File: config.mk
export PLATFORM = sky130hd
export DESIGN_NAME = add16_chain
export DESIGN_NICKNAME = d
export VERILOG_FILES = /design/src/rtl/add16_chain.sv
export SDC_FILE = /design/constraint.sdc
export NUM_CORES = 1
export LEC_CHECK = 0
export CELL_PAD_IN_SITES_DETAIL_PLACEMENT = 1
export CELL_PAD_IN_SITES_GLOBAL_PLACEMENT = 2
export CORE_AREA = 3 3 98 100
export DETAILED_ROUTE_END_ITERATION = 6
export DIE_AREA = 0 0 101 103
export DONT_BUFFER_PORTS = 1
export PLACE_DENSITY = 0.79
export SYNTH_ARGS = -nofsm -noshare
export SYNTH_HDL_FRONTEND = slang
export SYNTH_SLANG_ARGS = --single-unit
export TNS_END_PERCENT = 50
File: constraint.sdc
create_clock -name clk -period 2.5 [get_ports clk]
set_input_delay 0.25 -clock clk [delete_from_list [all_inputs] [get_ports clk]]
set_output_delay 0.25 -clock clk [all_outputs]
set_load 0.02 [all_outputs]
File: src/rtl/add16_chain.sv
// add16_chain: performs a 16-bit add as two 8-bit requests (low byte, then
// high byte) to an external enable/ready 8-bit adder. The low-byte carry is
// chained into the high-byte request. A per-request watchdog aborts the
// operation with err if the adder never answers.
module add16_chain #(
  parameter int TIMEOUT = 15
) (
  input  logic        clk,
  input  logic        reset,
  input  logic        start,
  input  logic [15:0] a,
  input  logic [15:0] b,
  input  logic        cin,
  output logic        busy,
  output logic        done,
  output logic [15:0] sum,
  output logic        cout,
  output logic        err,
  output logic        add_en,
  output logic [7:0]  add_a,
  output logic [7:0]  add_b,
  output logic        add_cin,
  input  logic        add_ready,
  input  logic [7:0]  add_sum,
  input  logic        add_cout
);

  typedef enum logic [2:0] {
    IDLE   = 3'd0,
    LO_REQ = 3'd1,
    LO_GAP = 3'd2,
    HI_REQ = 3'd3,
    DONE   = 3'd4
  } state_t;

  // Watchdog compare value; TIMEOUT is limited to 1..255 so 8 bits suffice.
  localparam logic [7:0] TIMEOUT_CNT = 8'(TIMEOUT);

  state_t      state_reg, state_next;
  logic [15:0] a_reg, a_next;
  logic [15:0] b_reg, b_next;
  logic        cin_reg, cin_next;
  logic        carry_reg, carry_next;
  logic [7:0]  cnt_reg, cnt_next;
  logic [15:0] sum_reg, sum_next;
  logic        cout_reg, cout_next;
  logic        err_reg, err_next;
  logic        done_reg, done_next;
  logic        busy_reg, busy_next;
  logic        add_en_reg, add_en_next;
  logic [7:0]  add_a_reg, add_a_next;
  logic [7:0]  add_b_reg, add_b_next;
  logic        add_cin_reg, add_cin_next;

  // Next-state and next-output computation; every output is derived from the
  // next state so that all ports come straight from flops.
  always_comb begin
    state_next = state_reg;
    a_next     = a_reg;
    b_next     = b_reg;
    cin_next   = cin_reg;
    carry_next = carry_reg;
    cnt_next   = cnt_reg;
    sum_next   = sum_reg;
    cout_next  = cout_reg;
    err_next   = 1'b0;

    case (state_reg)
      IDLE: begin
        if (start) begin
          a_next     = a;
          b_next     = b;
          cin_next   = cin;
          sum_next   = 16'h0000;
          cout_next  = 1'b0;
          cnt_next   = 8'd1;
          state_next = LO_REQ;
        end
      end

      LO_REQ: begin
        // A response in the final watchdog cycle still counts as success.
        if (add_ready) begin
          sum_next   = {sum_reg[15:8], add_sum};
          carry_next = add_cout;
          state_next = LO_GAP;
        end else if (cnt_reg == TIMEOUT_CNT) begin
          sum_next   = 16'h0000;
          cout_next  = 1'b0;
          err_next   = 1'b1;
          state_next = DONE;
        end else begin
          cnt_next = cnt_reg + 8'd1;
        end
      end

      LO_GAP: begin
        cnt_next   = 8'd1;
        state_next = HI_REQ;
      end

      HI_REQ: begin
        if (add_ready) begin
          sum_next   = {add_sum, sum_reg[7:0]};
          cout_next  = add_cout;
          state_next = DONE;
        end else if (cnt_reg == TIMEOUT_CNT) begin
          sum_next   = 16'h0000;
          cout_next  = 1'b0;
          err_next   = 1'b1;
          state_next = DONE;
        end else begin
          cnt_next = cnt_reg + 8'd1;
        end
      end

      DONE: begin
        state_next = IDLE;
      end

      default: begin
        state_next = IDLE;
      end
    endcase

    // Registered status and adder-request outputs, aligned with state_next.
    busy_next    = (state_next != IDLE);
    done_next    = (state_next == DONE);
    add_en_next  = 1'b0;
    add_a_next   = 8'h00;
    add_b_next   = 8'h00;
    add_cin_next = 1'b0;
    if (state_next == LO_REQ) begin
      add_en_next  = 1'b1;
      add_a_next   = a_next[7:0];
      add_b_next   = b_next[7:0];
      add_cin_next = cin_next;
    end else if (state_next == HI_REQ) begin
      add_en_next  = 1'b1;
      add_a_next   = a_next[15:8];
      add_b_next   = b_next[15:8];
      add_cin_next = carry_next;
    end
  end

  // State and datapath registers with synchronous reset.
  always_ff @(posedge clk) begin
    if (reset) begin
      state_reg   <= IDLE;
      a_reg       <= 16'h0000;
      b_reg       <= 16'h0000;
      cin_reg     <= 1'b0;
      carry_reg   <= 1'b0;
      cnt_reg     <= 8'd0;
      sum_reg     <= 16'h0000;
      cout_reg    <= 1'b0;
      err_reg     <= 1'b0;
      done_reg    <= 1'b0;
      busy_reg    <= 1'b0;
      add_en_reg  <= 1'b0;
      add_a_reg   <= 8'h00;
      add_b_reg   <= 8'h00;
      add_cin_reg <= 1'b0;
    end else begin
      state_reg   <= state_next;
      a_reg       <= a_next;
      b_reg       <= b_next;
      cin_reg     <= cin_next;
      carry_reg   <= carry_next;
      cnt_reg     <= cnt_next;
      sum_reg     <= sum_next;
      cout_reg    <= cout_next;
      err_reg     <= err_next;
      done_reg    <= done_next;
      busy_reg    <= busy_next;
      add_en_reg  <= add_en_next;
      add_a_reg   <= add_a_next;
      add_b_reg   <= add_b_next;
      add_cin_reg <= add_cin_next;
    end
  end

  assign busy    = busy_reg;
  assign done    = done_reg;
  assign sum     = sum_reg;
  assign cout    = cout_reg;
  assign err     = err_reg;
  assign add_en  = add_en_reg;
  assign add_a   = add_a_reg;
  assign add_b   = add_b_reg;
  assign add_cin = add_cin_reg;

endmodule
== Word level (Yosys, flattened, before mapping) ==
Index checks and enable logic that the tools add are counted.

* Multiplexer cells: 36
* $add $sub $neg: 1
* Bitwise logic cells: 1
* Eq/ne operators: 12
* Reductions and logical operators: 9

{| class="wikitable"
|+ Operators by type and width
! kind !! count
|-
| $mux 16 || 8
|-
| $mux 8 || 7
|-
| $pmux 16 s3 || 1
|-
| $pmux 8 s3 || 1
|-
| $mux 1 || 13
|-
| $mux 3 || 4
|-
| $pmux 3 s4 || 1
|-
| $ne 2x2->1 const B || 5
|-
| $eq 3x2->1 const B || 3
|-
| $reduce_bool 3->1 || 3
|-
| $add 8x1->8 const B || 1
|-
| $eq 8x4->1 const B || 1
|-
| $eq 3x1->1 const B || 2
|-
| $reduce_and 3->1 || 2
|-
| $reduce_and 4->1 || 1
|-
| $eq 3x3->1 const B || 1
|-
| $logic_not 3->1 || 1
|-
| $pmux 1 s3 || 1
|-
| $reduce_or 3->1 || 1
|-
| $reduce_or 2->1 || 1
|-
| $not 1->1 || 1
|}

* Flip-flop bits (word level): 83
* Logic and storage cells: 75
* Output and inout port bits: 38
* Input bits: 46

== Logic depth before layout (Yosys ltp) ==
Gate-level depths: netlist (run 1).

* Word-level depth: 7
* Mapped depth: 8
* Depth with buffers taken out: 6

== Worst setup path after synthesis (run 1) ==
Ideal clock, no wire load.

* Path type: register to register
* Start point: reg cnt_reg[0]
* End point: reg add_b_reg[2] (netlist: add_b[2])
* Slack: 0.756 ns
* Buffers on the path: 2
* Arrival: 1.627 ns
* Setup time: 0.117 ns
* Required time: 2.383 ns
* Period minus slack after synthesis: 1.744 ns
* Stages on the path, launching flop included: 9
* Path through: dfxtp_1 -> ha_1 -> and3_1 -> nand2_2 -> a311o_1 -> buf_6 -> buf_12 -> mux2i_1 -> nor2_1

* Longest elaborated chain between the ends: 7
* Elaborated cells between the ends (all ways): 9
* Those cells by class: eq/ne: 3; mux: 6

{| class="wikitable"
|+ RTL lines
! item !! line !! text
|-
| from (decl) || 44 || <nowiki>logic [7:0] cnt_reg, cnt_next;</nowiki>
|-
| from (signal assigned) || 170 || <nowiki>cnt_reg <= cnt_next;</nowiki>
|-
| $eq 8x4->1 (*) || 87, 107 ||
|-
| $mux 3 (*) || 87, 107 ||
|-
| $mux 3 (on tied branches) || 103, 83 ||
|-
| $pmux 3 s4 (*) || 68 || <nowiki>case (state_reg)</nowiki>
|-
| $eq 3x2->1 || 138 || <nowiki>end else if (state_next == HI_REQ) begin</nowiki>
|-
| $mux 8 || 138 ||
|-
| $mux 8 (*) || 133 || <nowiki>if (state_next == LO_REQ) begin</nowiki>
|-
| to (signal assigned) || 178 || <nowiki>add_b_reg <= add_b_next;</nowiki>
|-
| to (decl) || 52 || <nowiki>logic [7:0] add_b_reg, add_b_next;</nowiki>
|}

Every way passes the cells marked *; elsewhere a longest branch is shown, timed or not.
A chain may end at the register's enable or synchronous reset.

== Worst setup path after layout (run 1) ==
* Start point: reg cnt_reg[0]
* End point: reg sum_reg[4] (netlist: sum[4])

* Longest elaborated chain between the ends: 4
* Elaborated cells between the ends (all ways): 5
* Those cells by class: eq/ne: 1; mux: 4

{| class="wikitable"
|+ RTL lines
! item !! line !! text
|-
| $eq 8x4->1 (*) || 87, 107 ||
|-
| $mux 16 (*) || n/a ||
|-
| $mux 16 (on tied branches) || n/a ||
|-
| $pmux 16 s3 (*) || n/a ||
|-
| to (signal assigned) || 171 || <nowiki>sum_reg <= sum_next;</nowiki>
|-
| to (decl) || 45 || <nowiki>logic [15:0] sum_reg, sum_next;</nowiki>
|}

Every way passes the cells marked *; elsewhere a longest branch is shown, timed or not. The select of a mux whose other input is x is not followed.

==> results of run 1 <==
-- logic make-up after synthesis --
logic type                 synth area share (%)
adders and majority gates                 0.400
xor gates and xnor gates                   1.68
AOI/OAI and AO/OA                          14.2
muxes                                      5.44
DFF                                        53.1
and+or+nand+nor                            20.4
buffers and inverters                      4.72
-- worst max-delay path: stages (launching register included) --
cell	delay [ns]
dfxtp_1	0.35
ha_1	0.24
and3_1	0.26
and2_2	0.22
a21o_1	0.16
a21oi_1	0.57
a22o_1	0.26
-- worst paths after layout --
| check | cells past startpoint | slack [ns] | endpoint | startpoint |
|---|---|---|---|---|
| worst max-delay path | 6 | 0.39 | sum[4] | cnt_reg[0] |
| worst min-delay path | 1 | 0.02 | sum[6] | add_sum[6] |
| worst max register to register | 6 | 0.39 | sum[4] | cnt_reg[0] |
| worst min register to register | 2 | 0.47 | cin_reg | cin_reg |
-- per-layer routing --
metal	vias up	routed length, um
met5	-	0
met4	0	91
met3	10	391
met2	53	3600
met1	1089	3380
li1	1158	-
-- power by group through the flow --
stage	sequential, mW	combinational, mW	clock (mW)
2_1_floorplan	1.49	0.274	0
3_3_place_gp	1.51	0.295	0
3_5_place_dp	1.51	0.302	0
4_1_cts	1.48	0.322	1.04
5_1_grt	1.49	0.360	1.10
6_report	1.48	0.314	1.01
-- cell usage in the layout (no fill, tap or decap), types with 2 or more instances in the layout --
master and instances:
dfxtp_1 83, nand2_1 80, a21oi_1 43, nor2_1 32
mux2i_1 17, o21ai_0 13, clkbuf_8 10, a22o_1 9
nor3_1 7, buf_4 7, xor2_1 6, nand2b_1 3
nor2b_1 3, a211oi_1 3, and3_1 2, inv_1 2
o2111ai_1 2, nor3b_1 2, nand4_1 2
-- metrics by stage --
stage | instances | power, mW | hold slack [ns]
floorplan | 348 | 1.76 | 0.376
finish | 457 | 2.80 | 0.0248
detailed placement | 439 | 1.81 | 0.327
global placement | 439 | 1.80 | 0.325
global route | 457 | 2.94 | 0.0112
CTS | 457 | 2.84 | 0.0106
-- cell type report --
type	count	area (sq um)	area share (%)
Clock buffer	10	138	4.03
Multi-Input combinational cell	239	1320	38.6
Sequential cell	83	1660	48.6
Inverter	2	7.51	0.220
Clock inverter	6	71.3	2.09
Timing Repair Buffer	9	82.6	2.42
Tap cell	108	135	3.96
-- repair_timing --
action                    CTS  global route
resized for setup           0             0
hold buffers                2             0
hold endpoints to repair   52             0
==> impl_metrics.toml, run 1 <==
[power_and_ir_drop]
combPwrFrac_pct = 11.2
clock_power_share_pct = 36.0
power.switching_mw = 0.784
power.leakage_nw = 1.25
power.density_mw_per_mm2 = 819
p_int_mw = 2.01
power.share.switching_pct = 28.0
p_seq_share_pct = 52.8
vdd_ir_drop_max_mv = 0.316

[setup_path]
crit_path_end_kind = "flop"
critPathKind = "reg -> reg"
worstPathRequired_ns = 2.78
crit_arrival_ns = 2.39
cp_max_fo = 8
start_kind = "flop"

[final_layout]
drive_above_1_share_pct = 9.46
fill_cells = 1026
areaGrowthSynthToFinish_pct = 9.24
fin_util_pct = 39.0
antenna_cells = 0
layout.nets = 391
postLayoutCellArea_sq_mm = 0.00342

[die]
start_util_pct = 35.7
die_w_um = 101
dieArea_sq_mm = 0.0104
num_rows = 34
io_pins = 84
die_y_um = 103
coreArea_sq_mm = 0.00876

[sta]
hold_viol_final = 0
fin_crit_ns = 2.11
setup_viol = 0
final_max_slew_viol_count = 0
max_freq_mhz = 473
slew_headroom_pct = 37.6
finalSetupTns_ns = 0
tightest_slew_ns = 0.935
setup_ws_ns = 0.387
rsz0062_at_grt = "false"
clock_skew_ns = 0.0142
fin_crit_sh_pct = 84.5

[drt]
first_iter_violations = 59
vias_per_cell = 5.05
dr.pass1.iters = 4
vias = 2310
ant_nets = 0
routed_wirelength_um = 7460
remaining_drc_errors = 0
wl_per_cell_um = 16.3

[synth]
yosysWarnings = 0
synth_edf_count = 0
syn_area_sq_mm = 0.00313
synth_most_common_cell = "dfxtp_1"
synth_area_leader_cell = "dfxtp_1"
synthTopCellsByArea = "dfxtp_1 (53%), nand2_1 (9.6%), a21oi_1 (6.9%)"
synth-seq-cells = 83
avgSynthCellArea_sq_um = 8.98
synth-async-reset-ratio_pct = 0
ys_types = 36
yosysSeqAreaShare_pct = 53.1
synth_top_area_share_pct = 53.1
syn_nets = 395
synth_common_cells = "dfxtp_1 (83), nand2_1 (80), a21oi_1 (43)"
ys.flop_type = "dfxtp_1"
synthCells = 348

[global_route]
grt_pass1_vias = 2303
grt_overflow = 0
grt_util_met2_pct = 24.4
grt_use_met1_pct = 19.1
grt_max_degree = 53
track_usage_pct = 14.9
grt.busiest_layer = "met2"
antenna_found_initial = 0
grt_pass1_wl_um = 12000
met3_usage_pct = 3.72

[clock_network]
ctsLongestPathBuffers = 2
h-tree-depth = 3
clock-root-buffer = "clkbuf_8"
tritoncts = "done"
insertion_delay_ns = 0.35
post_cts_buffers = 0
cts.clk_slew.worst_paths_ns = 0.09
cts_buffers = 9
cts_sinks = 83

[job]
drv_cap = 0

[placed_design]
place_ws_ns = 0.408
place_area_sq_mm = 0.00318
dp_hpwl_um = 4870
port_buffers = 0
gp_congestion = 0.775

[status]
run_status = "completed"

[hold_path]
hold_class = "in -> reg"
Power figures use the tool's default switching activity.
==> inputs of run 2 (changes only) <==
- ABC_AREA: default -> 1
- CORE_AREA: 3 3 98 100 -> 3 3 111 113
- DIE_AREA: 0 0 101 103 -> 0 0 114 116
- PLACE_DENSITY: 0.79 -> 0.77
- clock period: 2.5 -> 1.7 ns (I/O delays scaled with it)
==> impl_metrics.toml, run 2 <==
[synth]
synth_common_cells = "nand2_1 (138), nor2_1 (97), dfxtp_1 (83)"
synth-seq-cells = 83
ys_types = 27
synth-async-reset-ratio_pct = 0
syn_nets = 534
syn_area_sq_mm = 0.00350
synth_edf_count = 0
synthCells = 487
synth_most_common_cell = "nand2_1"
yosysSeqAreaShare_pct = 47.4
synth_area_leader_cell = "dfxtp_1"
yosysWarnings = 0
avgSynthCellArea_sq_um = 7.19
synth_top_area_share_pct = 47.4
synthTopCellsByArea = "dfxtp_1 (47%), nand2_1 (15%), nor2_1 (10%)"
ys.flop_type = "dfxtp_1"

[die]
coreArea_sq_mm = 0.0114
die_y_um = 116
io_pins = 84
die_w_um = 114
dieArea_sq_mm = 0.0132
num_rows = 39
start_util_pct = 30.7

[setup_path]
critPathMaxStageDelay_ns = 0.36
cp_slowest_cell = "dfxtp_1"
path_common_cell = "nand2_1"
crit_path_start = "cnt_reg[0]"
crit_arrival_ns = 1.83
start_kind = "flop"
crit_path_end_kind = "flop"
cp_cell_sequence = "ha_2 -> nand2_1 -> nor2_4 -> nand2_2 -> buf_6 -> nand2_4 -> nand3_1 -> nand2_1 -> nand3b_1"
r2r-start = "cnt_reg[0]"
cp_max_fo = 14
worstPathRequired_ns = 1.92
critPathKind = "reg -> reg"

[drt]
first_iter_violations = 101
vias = 3109
wl_per_cell_um = 15.8
remaining_drc_errors = 0
dr.pass1.iters = 4
routed_wirelength_um = 10200
ant_nets = 0
vias_per_cell = 4.78

[power_and_ir_drop]
finalPower_mw = 4.95
vdd_ir_drop_max_mv = 0.568
power.density_mw_per_mm2 = 1190
power.leakage_nw = 1.86

[sta]
max_freq_mhz = 624
clock_skew_ns = 0.00504
setup_ws_ns = 0.0965
fin_crit_sh_pct = 94.3
final_max_slew_viol_count = 0
rsz0062_at_grt = "true"
hold_viol_final = 0
fin_crit_ns = 1.60
tightest_slew_ns = 0.598
slew_headroom_pct = 60.1
setup_viol = 0

[global_route]
antenna_found_initial = 0
grt_overflow = 0
grt_pass1_vias = 3230
grt_max_degree = 42
grt_pass1_wl_um = 16500
track_usage_pct = 16.0

[final_layout]
final_cell_mix = "nand2_1 (137), nor2_1 (96), dfxtp_1 (81)"
drive_above_1_share_pct = 15.6
antenna_cells = 0
postLayoutCellArea_sq_mm = 0.00416
final_common_cell = "nand2_1"
layout.nets = 550
areaGrowthSynthToFinish_pct = 18.9

[clock_network]
clock-root-buffer = "clkbuf_16"
cts_buffers = 9
tritoncts = "done"
cts_sinks = 83
cts.clk_slew.worst_paths_ns = 0.06
h-tree-depth = 3
ctsLongestPathBuffers = 2
insertion_delay_ns = 0.34

[status]
run_status = "completed"

[hold_path]
hold_class = "in -> reg"
holdCritStartpoint = "a[3]"

[placed_design]
place_area_sq_mm = 0.00374
dp_hpwl_um = 7050
place_ws_ns = -0.0938
port_buffers = 0
gp_congestion = 0.784

[job]
drv_cap = 0
==> run 2: cell types whose count changed after synthesis, sizes merged, moves of 4 or more <==
| cell | change |
|---|---|
| o21ai | +6 |
| mux2i | -17 |
| inv | +33 |
| buf | -4 |
| nor3 | +16 |
| a22o | -9 |
| nor2 | +68 |
| a211oi | -4 |
| xor2 | -6 |
| nand3 | +27 |
| a21oi | -19 |
| nand4 | +6 |
| nand2 | +62 |
==> run 2: logic make-up (layout without fill, tap and decap cells) <==
family                     count (synthesis)  in the layout  synth area share (%)
and+or+nand+nor                          305            306                  39.0
DFF                                       83             83                  47.4
buffers and inverters                     55             74                  6.96
AOI/OAI and AO/OA                         43             43                  6.25
adders and majority gates                  1              1                 0.357
==> run 2: repair_timing <==
item                       4_1_cts  5_1_grt
pin swaps                        0        2
hold buffers                     1        0
cloned                           0        1
hold endpoints to repair        55        0
gates resized for setup          3       10
setup endpoints to repair       17       31
buffers inserted                 0        2
==> run 2: layout make-up <==
type                            instances  area (sq um)
Fill cell                            1440          7250
Sequential cell                        83          1660
Multi-Input combinational cell        350          1640
Clock buffer                           10           239
Timing Repair Buffer                   24           233
Tap cell                              143           179
Inverter                               35           133
Clock inverter                          5          77.6
==> run 2: final timing paths <==
| path | endpoint | slack (ns) | cells after the start |
|---|---|---|---|
| min reg2reg | carry_reg | 0.48 | 2 |
| max | busy | 0.1 | 9 |
| max reg2reg | busy | 0.1 | 9 |
| min | a_reg[3] | 0.03 | 2 |
==> run 2: layer usage <==
metal  wire (um)  vias to the layer above  part of all wire [%]  global-route usage (%)
li1            -                     1565                     -                       -
met4         213                        0                   2.1                    7.05
met5           0                        -                     0                       0
met3         747                       11                   7.3                    5.07
met2        4760                       74                    46                    25.8
met1        4520                     1459                    44                    19.5
==> run 2: critical path, delay by kind of cell (launching register included) <==
kind | cells | cell delay, ns
fa+ha+maj | 1 | 0.20
buf+inv | 1 | 0.17
flops | 1 | 0.36
simple gates | 7 | 0.76
==> run 2: metrics by stage <==
stage,util (%),setup TNS (ns),instances,hold slack (ns)
after floorplan,-,0,487,0.332
after global placement,32.8,-0.0247,631,0.246
after detailed placement,32.8,-1.37,631,0.248
after CTS,35.9,0,647,0.0115
after global routing,36.5,-0.00344,650,0.0498
final,36.5,0,650,0.0320
==> run 2: report_power, final <==
part / switching (mW) / internal (mW) / leakage [nW]
combinational: 0.408 / 0.219 / 1.02
clock: 0.778 / 1.31 / 0.154
sequential: 0.133 / 2.09 / 0.681
==> inputs of run 3 (changes only) <==
- REMOVE_ABC_BUFFERS: default -> 1
- SLEW_MARGIN: default -> 30
==> impl_metrics.toml, run 3 (synthesis gave the netlist of run 2 again) <==
[status]
run_status = "completed"

[hold_path]
hold_class = "in -> reg"
hold_path_depth = 2
hold_path_end = "a_reg[6]"
holdCritStartpoint = "a[6]"

[sta]
fin_crit_sh_pct = 94.2
timing.hold.ws_ns = 0.0227
fin_crit_ns = 1.60
clock_skew_ns = 0.0129
hold_viol_final = 0
final_max_slew_viol_count = 0
tightest_slew_ns = 0.536
setup_viol = 0
rsz0062_at_grt = "true"
max_freq_mhz = 625
finalSetupTns_ns = 0
slew_headroom_pct = 64.2

[final_layout]
fill_cells = 1459
final_common_cell = "nand2_1"
layout.nets = 556
antenna_cells = 0
final_cell_mix = "nand2_1 (137), nor2_1 (96), dfxtp_1 (82)"
multiInputGateArea_sq_mm = 0.00161
areaGrowthSynthToFinish_pct = 18.8
seqCellArea_sq_mm = 0.00166
drive_above_1_share_pct = 16.1

[power_and_ir_drop]
finalPower_mw = 4.70
power.density_mw_per_mm2 = 1130
power.leakage_nw = 1.85
vdd_ir_drop_max_mv = 0.562

[clock_network]
clock-root-buffer = "clkbuf_16"
cts_sinks = 83
ctsLongestPathBuffers = 2
cts_buffers = 9
cts.clk_slew.worst_paths_ns = 0.06
insertion_delay_ns = 0.35
h-tree-depth = 3
tritoncts = "done"

[setup_path]
worstReg2RegEnd = "sum[8]"
r2r-start = "cnt_reg[0]"
crit_path_end_kind = "flop"
cp_max_fo = 4
worstPathRequired_ns = 1.93
start_kind = "flop"
critPathKind = "reg -> reg"
worst-r2r-cell-count = 8
r2r_slack_ns = 0.1
crit_arrival_ns = 1.83

[die]
coreArea_sq_mm = 0.0114
io_pins = 84
num_rows = 39
dieArea_sq_mm = 0.0132
die_w_um = 114
start_util_pct = 30.7
die_y_um = 116

[drt]
first_iter_violations = 98
remaining_drc_errors = 0
routed_wirelength_um = 10600
vias_per_cell = 4.78
wl_per_cell_um = 16.1
dr.pass1.iters = 4
ant_nets = 0
vias = 3143

[global_route]
antenna_found_initial = 0
grt_pass1_wl_um = 17000
grt_overflow = 0
grt_max_degree = 41
grt_pass1_vias = 3274
track_usage_pct = 16.6

[job]
drv_cap = 0

[placed_design]
gp_congestion = 0.788
dp_hpwl_um = 7330
port_buffers = 0
==> run 3: cell count changes in the layout (fill, tap and decap cells not counted), moves of 2 or more <==
cell,before,now
buf_4,19,25
bufinv_16,2,0
clkinv_2,3,0
clkinvlp_4,1,4
nand2_2,3,5
nand2_4,4,1
==> run 3: per-stage QoR <==
step | instances | instance area (sq um) | setup slack [ns] | util [%]
6_report | 657 | 4160 | 0.0992 | 36.4
3_5_place_dp | 638 | 3800 | -0.114 | 33.3
2_1_floorplan | 467 | 3390 | 0.0931 | -
3_3_place_gp | 638 | 3800 | -0.0528 | 33.3
4_1_cts | 656 | 4130 | 0.0393 | 36.2
5_1_grt | 657 | 4160 | -0.0527 | 36.4
==> run 3: layer usage <==
metal | track usage (%) | vias up | part of all wire, %
li1 | - | 1587 | -
met5 | 0 | - | 0
met4 | 6.18 | 0 | 1.5
met2 | 26.6 | 51 | 48
met1 | 20.6 | 1492 | 46
met3 | 5.85 | 13 | 5.3
==> run 3: cell type report <==
cell class	count	area share (%)
flip-flops and latches	83	40.0
clock inverters	6	1.20
repair buffers	31	7.13
inverters	35	3.16
clock buffers	10	5.50
well taps	143	4.30
multi-input cells	349	38.7
==> run 3: worst max path at each step <==
stage / startpoint / endpoint / cells after the start / slack, ns
global placement: cnt_reg[0] / add_b[6] / 8 / -0.05
detailed placement: cnt_reg[0] / add_a[2] / 8 / -0.11
floorplan: cnt_reg[0] / add_a[0] / 8 / 0.09
global route: cnt_reg[0] / sum[12] / 8 / -0.05
CTS: cnt_reg[0] / cnt_reg[1] / 9 / 0.04
finish: cnt_reg[0] / sum[8] / 8 / 0.1
==> run 3: repair_timing <==
action / in CTS / in global routing
resized for setup: 1 / 5
hold buffers: 2 / 0
setup buffers: 0 / 1
endpoints found under the hold margin: 53 / 0
setup endpoints to repair: 17 / 31
pin swaps: 0 / 2
==> run 3: where the power goes <==
group | switching, mW | internal [mW]
registers | 0.134 | 2.09
clock network | 0.831 | 1.00
logic | 0.414 | 0.226
==> run 3: critical path, cell delays in order, from the launching register on <==
cell	delay, ns
dfxtp_1	0.34
ha_1	0.19
nand2_1	0.09
nor2_2	0.12
buf_4	0.13
nand3_1	0.21
and2_2	0.29
nand2_1	0.07
a21oi_1	0.06
